**src/rtl/intf_or_pkg.sv**
```systemverilog
// Shared defaults and sizing helpers for the intf_or combiner and its FIFOs.
package intf_or_pkg;

    localparam int W_DEF     = 1;
    localparam int DEPTH_DEF = 2;

    // Bits needed to hold an occupancy count from 0 up to and including depth.
    function automatic int cnt_w(input int depth);
        return $clog2(depth + 1);
    endfunction

    // Pointer width; a single-entry FIFO still gets a 1-bit pointer.
    function automatic int ptr_w(input int depth);
        return (depth > 1) ? $clog2(depth) : 1;
    endfunction

endpackage

```
**src/rtl/intf_or_if.sv**
```systemverilog
// Enable/ready method bundle for intf_or: two operand enqueue ports and one
// result dequeue port. The slave side is the combiner; the master side is the
// producers/consumer.
interface intf_or_if
    import intf_or_pkg::*;
#(
    parameter int W = W_DEF
);

    logic [W-1:0] a_data;
    logic         a_en;
    logic         a_rdy;
    logic [W-1:0] b_data;
    logic         b_en;
    logic         b_rdy;
    logic         y_en;
    logic [W-1:0] y_data;
    logic         y_rdy;

    modport slave (
        input  a_data, a_en, b_data, b_en, y_en,
        output a_rdy, b_rdy, y_data, y_rdy
    );

    modport master (
        output a_data, a_en, b_data, b_en, y_en,
        input  a_rdy, b_rdy, y_data, y_rdy
    );

endinterface

```
**src/rtl/intf_or_sync_fifo.sv**
```systemverilog
// Single-clock FIFO with registered occupancy count. full/empty come from the
// count register only, so they never depend on this cycle's enq/deq.
// Over-full enqueues and empty dequeues are dropped without side effects.
module sync_fifo
    import intf_or_pkg::*;
#(
    parameter int W     = W_DEF,
    parameter int DEPTH = DEPTH_DEF
) (
    input  logic         clk,
    input  logic         clr,
    input  logic         enq,
    input  logic [W-1:0] din,
    input  logic         deq,
    output logic [W-1:0] dout,
    output logic         full,
    output logic         empty
);

    localparam int CW = cnt_w(DEPTH);
    localparam int PW = ptr_w(DEPTH);

    logic [W-1:0]  mem [DEPTH];
    logic [PW-1:0] wr_ptr;
    logic [PW-1:0] rd_ptr;
    logic [CW-1:0] count;
    logic          push;
    logic          pop;

    // Advance a pointer, wrapping at DEPTH (which need not be a power of two).
    function automatic logic [PW-1:0] ptr_inc(input logic [PW-1:0] p);
        return (p == PW'(DEPTH - 1)) ? '0 : p + PW'(1);
    endfunction

    assign full  = (count == CW'(DEPTH));
    assign empty = (count == '0);
    assign push  = enq & ~full;
    assign pop   = deq & ~empty;
    assign dout  = mem[rd_ptr];

    // Pointer and occupancy bookkeeping; clear empties the FIFO at once.
    always_ff @(posedge clk or posedge clr) begin
        if (clr) begin
            wr_ptr <= '0;
            rd_ptr <= '0;
            count  <= '0;
        end else begin
            if (push) wr_ptr <= ptr_inc(wr_ptr);
            if (pop)  rd_ptr <= ptr_inc(rd_ptr);
            case ({push, pop})
                2'b10:   count <= count + CW'(1);
                2'b01:   count <= count - CW'(1);
                default: count <= count;
            endcase
        end
    end

    // Storage array; contents are don't-care until the count covers them.
    always_ff @(posedge clk) begin
        if (push) mem[wr_ptr] <= din;
    end

endmodule

```
**src/rtl/intf_or.sv**
```systemverilog
// Handshaked bitwise OR combiner. Operands A and B are queued independently;
// whenever both have a head and the result queue has room, the heads are
// popped and their OR is queued for the consumer. No bypass paths: readiness
// reflects registered occupancy only.
module intf_or
    import intf_or_pkg::*;
#(
    parameter int W     = W_DEF,
    parameter int DEPTH = DEPTH_DEF
) (
    input  logic      CLK,
    input  logic      RST_N,
    intf_or_if.slave  bus
);

    logic [W-1:0] a_head;
    logic [W-1:0] b_head;
    logic [W-1:0] y_head;
    logic [W-1:0] y_res;
    logic         a_full;
    logic         a_empty;
    logic         b_full;
    logic         b_empty;
    logic         y_full;
    logic         y_empty;
    logic         fire;

    // Combine when both operands are present and the result FIFO has room.
    always_comb begin
        fire  = ~a_empty & ~b_empty & ~y_full;
        y_res = a_head | b_head;
    end

    sync_fifo #(.W(W), .DEPTH(DEPTH)) u_a_fifo (
        .clk   (CLK),
        .clr   (RST_N),
        .enq   (bus.a_en),
        .din   (bus.a_data),
        .deq   (fire),
        .dout  (a_head),
        .full  (a_full),
        .empty (a_empty)
    );

    sync_fifo #(.W(W), .DEPTH(DEPTH)) u_b_fifo (
        .clk   (CLK),
        .clr   (RST_N),
        .enq   (bus.b_en),
        .din   (bus.b_data),
        .deq   (fire),
        .dout  (b_head),
        .full  (b_full),
        .empty (b_empty)
    );

    sync_fifo #(.W(W), .DEPTH(DEPTH)) u_y_fifo (
        .clk   (CLK),
        .clr   (RST_N),
        .enq   (fire),
        .din   (y_res),
        .deq   (bus.y_en),
        .dout  (y_head),
        .full  (y_full),
        .empty (y_empty)
    );

    // Ready/data outputs are forced low while reset is held; y_data reads 0
    // whenever there is no valid result so stale storage never leaks out.
    assign bus.a_rdy  = ~a_full & ~RST_N;
    assign bus.b_rdy  = ~b_full & ~RST_N;
    assign bus.y_rdy  = ~y_empty & ~RST_N;
    assign bus.y_data = (y_empty | RST_N) ? '0 : y_head;

endmodule

```
**src/flat_wrapper.sv**
```systemverilog
// flat-port wrapper written by rule: the top's interface ports become plain ports
module intf_or_flat import intf_or_pkg::*;
#(
    parameter int W     = W_DEF,
    parameter int DEPTH = DEPTH_DEF
)
  (CLK, RST_N, bus_a_data, bus_a_en, bus_b_data, bus_b_en, bus_y_en, bus_a_rdy, bus_b_rdy, bus_y_data, bus_y_rdy);
  intf_or_if #(.W(W)) bus_i ();
  input  logic CLK;
  input  logic RST_N;
  input wire logic [$bits(bus_i.a_data)-1:0] bus_a_data;
  input wire logic [$bits(bus_i.a_en)-1:0] bus_a_en;
  input wire logic [$bits(bus_i.b_data)-1:0] bus_b_data;
  input wire logic [$bits(bus_i.b_en)-1:0] bus_b_en;
  input wire logic [$bits(bus_i.y_en)-1:0] bus_y_en;
  output wire logic [$bits(bus_i.a_rdy)-1:0] bus_a_rdy;
  output wire logic [$bits(bus_i.b_rdy)-1:0] bus_b_rdy;
  output wire logic [$bits(bus_i.y_data)-1:0] bus_y_data;
  output wire logic [$bits(bus_i.y_rdy)-1:0] bus_y_rdy;
  assign bus_i.a_data = bus_a_data;
  assign bus_i.a_en = bus_a_en;
  assign bus_i.b_data = bus_b_data;
  assign bus_i.b_en = bus_b_en;
  assign bus_i.y_en = bus_y_en;
  assign bus_a_rdy = bus_i.a_rdy;
  assign bus_b_rdy = bus_i.b_rdy;
  assign bus_y_data = bus_i.y_data;
  assign bus_y_rdy = bus_i.y_rdy;
  intf_or #(.W(W), .DEPTH(DEPTH)) u_core (.CLK(CLK), .RST_N(RST_N), .bus(bus_i));
endmodule
```
**config.mk**
```make
export PLATFORM = sky130hd
export DESIGN_NAME = intf_or_flat
export DESIGN_NICKNAME = d
export VERILOG_FILES = /design/src/rtl/intf_or_pkg.sv /design/src/rtl/intf_or_if.sv /design/src/rtl/intf_or_sync_fifo.sv /design/src/rtl/intf_or.sv /design/src/flat_wrapper.sv
export SDC_FILE = /design/constraint.sdc
export NUM_CORES = 1
export LEC_CHECK = 0
export BUFFER_PORTS_ARGS = -buffer_cell sky130_fd_sc_hd__buf_2
export CORE_MARGIN = 1
export CORE_UTILIZATION = 48
export CTS_CLUSTER_SIZE = 20
export DETAILED_ROUTE_END_ITERATION = 6
export HOLD_SLACK_MARGIN = 0.05
export PLACE_DENSITY = 0.8
export SLEW_MARGIN = 20
export SYNTH_ARGS = -nofsm -noshare
export SYNTH_HDL_FRONTEND = slang
export SYNTH_SLANG_ARGS = --single-unit
```
**constraint.sdc**
```tcl
create_clock -name CLK -period 1.32 [get_ports CLK]
set_input_delay 0.066 -clock CLK [delete_from_list [all_inputs] [get_ports CLK]]
set_output_delay 0.066 -clock CLK [all_outputs]
set_load 0.01 [all_outputs]
```
==> results.yml <==
sta:
  rsz0062_at_grt: "true"
  fin_skew_ns: 0.006236
  finalWorstSetupSlack_ns: -0.1011
  max_freq_mhz: 703.7
  slew_violations: 0
  hold_viol: 0
  hold_ws_ns: 0.1292
  worstMarginPinSlew_ns: 0.3213
  finalCritPeriodShare_pct: 107.7
  fin_setup_tns_ns: -0.3352
  period_needed_ns: 1.421
  setup_viol: 6
  relSlewSlack_pct: 78.51
synthesis:
  ys_warn_count: 0
  synth_commonest_cells: "12 x dfrtp_1, 8 x xnor2_1, 7 x nor2_1, 7 x xor2_1, 6 x edfxtp_1"
  syn-cell-area_um2: 823.3
  synth_edf_count: 6
  ys_seq_elements: 18
  ys.flop_type: "dfrtp_1"
  yosys.cell_types.count: 17
  ys_async_sr_fraction_pct: 66.67
  synth_nets: 75
  synth.most_common_cell: "dfrtp_1"
  netlist_instances: 65
  yosysTopAreaCellShare_pct: 36.47
  ys_seq_area_share_pct: 58.36
  avgSynthCellArea_um2: 12.67
  synth_top_cell_by_area: "dfrtp_1"
  synth.top_cells.by_area: "dfrtp_1 36%, edfxtp_1 22%, xnor2_1 8.5%"
worst_setup_path:
  critPathKind: "flip-flop to flip-flop"
  r2r_start: "u_core.u_a_fifo.count[1]"
  end_kind: "flip-flop"
  endpoint: "u_core.u_b_fifo.count[1]"
  reg2reg_depth: 6
  start_kind: "flip-flop"
  critPathSlowestCell: "dfrtp_2"
  max_stage_delay_ns: 0.46
  rrSetupSlack_ns: -0.10
  critPathLaunch: "u_core.u_a_fifo.count[1]"
  rr_endpoint: "u_core.u_b_fifo.count[1]"
  critPathMaxFanout: 3
  path_cells: "o22ai_4 -> a21oi_4 -> ha_2 -> xnor2_2 -> nor2_1 -> xor2_1"
  cp_data_required_time_ns: 1.54
  worstPathArrival_ns: 1.64
route:
  first_pass_iters: 5
  routedWlPerCell_um: 13.74
  vias: 556
  drc: 2
  wirelength_um: 1539
  viasPerCell: 4.964
  drt-initial-drc-count: 6
  detail-route-antenna-nets: 0
clock_network:
  clockBufferDepth: 2
  clk_latency_ns: 0.29
  cts_root_buf: "clkbuf_4"
  clk_pin_slew_ns: 0.10
  cts_tree: "yes"
  clock_sinks: 18
  cts_buffers: 3
  cts.htree.levels: 1
die:
  initial_core_util_pct: 52.81
  io_pins: 11
  die_h_um: 43.42
  coreArea_mm2: 0.001559
  dieWidth_um: 43.42
  die_area_mm2: 0.001885
  row_count: 14
flow_run:
  drv_cap: 0
global_route:
  grt_start_max_net_pins: 11
  grt_remaining_overflow: 0
  grt.total_usage_pct: 20.46
  grt_pass1_wl_um: 2635
  grt_pass1_vias: 577
  antenna_found_initial: 0
placement:
  placed_cells: 102
  io_buffers: 10
  hpwl_um: 1079
  place_congestion: 0.7430
final_layout:
  nNetsFinal: 107
  instances_no_fill: 112
  fill_cells: 106
  drive_above_1_share_pct: 52.08
  area_growth_pct: 42.55
  utilization_pct: 75.28
  n_antenna_cell: 0
power:
  design_power_total_mw: 3.502
  p_leak_nw: 0.5328
  ir_drop_v: 0.002069
  power_density_mw_per_mm2: 2984
min_path:
  min_path_type: "input pin to flip-flop"
status:
  status: "finished, violations left"
  violations: "design-rule violations, negative setup slack"
[worst max-delay path: cells and delay by family, from the launching register on]
kind	cells	cell delay, ns
AOI/OAI and AO/OA	2	0.28
DFF	1	0.46
adders and majority gates	1	0.19
and+or+nand+nor	1	0.12
xor gates and xnor gates	2	0.29
[kinds of logic (layout without fill, tap and decap cells)]
| kind of cell | after synthesis | count (layout) | synth area share, % |
|---|---|---|---|
| AOI/OAI and AO/OA | 3 | 3 | 4.103 |
| xor gates and xnor gates | 15 | 15 | 15.96 |
| and+or+nand+nor | 20 | 20 | 12.01 |
| adders and majority gates | 3 | 3 | 4.560 |
| buffers and inverters | 3 | 34 | 1.368 |
| DFF | 18 | 18 | 58.36 |
| muxes | 3 | 3 | 3.648 |
[report_power, final]
| part | leakage [nW] | switching [mW] | internal, mW |
|---|---|---|---|
| logic | 0.327 | 0.859 | 1.22 |
| clock network | 0.0154 | 0.161 | 0.110 |
| registers | 0.191 | 0.266 | 0.889 |
[worst min-delay path by stage]
stage | startpoint | endpoint | slack, ns | cells past startpoint
after floorplan | RST_N | u_core.u_a_fifo.count[0] | -0.06 | 1
after global placement | RST_N | u_core.u_b_fifo.count[1] | 0.05 | 2
after detailed placement | RST_N | u_core.u_a_fifo.count[0] | 0.06 | 2
after CTS | bus_b_en | u_core.u_b_fifo.mem[1] | 0.13 | 2
after global routing | bus_a_en | u_core.u_a_fifo.mem[1] | 0.13 | 2
final | bus_b_en | u_core.u_b_fifo.mem[1] | 0.13 | 2
[cell type report]
class	instances	area (um2)	area share, %
multi-input cells	44	437.9	37.31
clock inverters	1	3.754	0.3198
repair buffers	27	192.7	16.42
clock buffers	3	22.52	1.919
well taps	16	20.02	1.706
inverters	3	11.26	0.9595
flip-flops and latches	18	485.5	41.36
[routing by layer]
| layer | GRT usage (%) | routed length, um | vias to the layer above |
|---|---|---|---|
| met5 | 0 | 0 | - |
| met4 | 9.375 | 27 | 0 |
| met3 | 3.750 | 34 | 4 |
| met2 | 35.15 | 808 | 11 |
| met1 | 25.14 | 669 | 264 |
| li1 | - | - | 277 |
[flip-flops by register name (all words and copies together) (netlist names)]
signal / cells
u_core.u_a_fifo.count: 2
u_core.u_y_fifo.mem: 2
u_core.u_b_fifo.rd_ptr: 1
u_core.u_b_fifo.mem: 2
u_core.u_y_fifo.count: 2
u_core.u_a_fifo.wr_ptr: 1
u_core.u_y_fifo.wr_ptr: 1
u_core.u_b_fifo.wr_ptr: 1
u_core.u_y_fifo.rd_ptr: 1
u_core.u_b_fifo.count: 2
u_core.u_a_fifo.mem: 2
u_core.u_a_fifo.rd_ptr: 1
[placed cells by master, fill, tap and decap left out]
master         instances
nor2b_4                1
o22ai_4                1
nand2b_4               2
nor2_1                 4
ha_4                   2
clkinv_1               1
inv_1                  2
and2_1                 2
and2_4                 1
xnor2_1                4
xnor2_2                4
edfxtp_1               6
a21oi_4                1
nor2b_1                1
buf_4                 12
and3_1                 2
inv_2                  1
xor2_1                 7
dlygate4sd3_1          3
clkbuf_4               3
nand2_1                3
buf_2                 10
dfrtp_2                4
ha_2                   1
a21oi_2                1
mux2i_1                3
dfrtp_1                8
buf_6                  2
nor3_2                 1
nor2_2                 3
[through the flow]
stage	area, um2	worst slack [ns]
detailed placement	980.9	-0.09847
finish	1174	-0.1011
global route	1174	-0.1397
global placement	980.9	-0.03759
floorplan	828.3	-0.06446
CTS	1121	-0.07267
[what timing repair did]
| item | 4_1_cts | 5_1_grt |
|---|---|---|
| pin swaps | 8 | 2 |
| endpoints found under the hold margin | 16 | 0 |
| endpoints found under the setup margin | 5 | 12 |
| gates resized for setup | 14 | 10 |
| cloned | 0 | 0 |
| hold buffers | 3 | 0 |
| buffers inserted | 2 | 1 |
(Power assumes the default switching activity.)
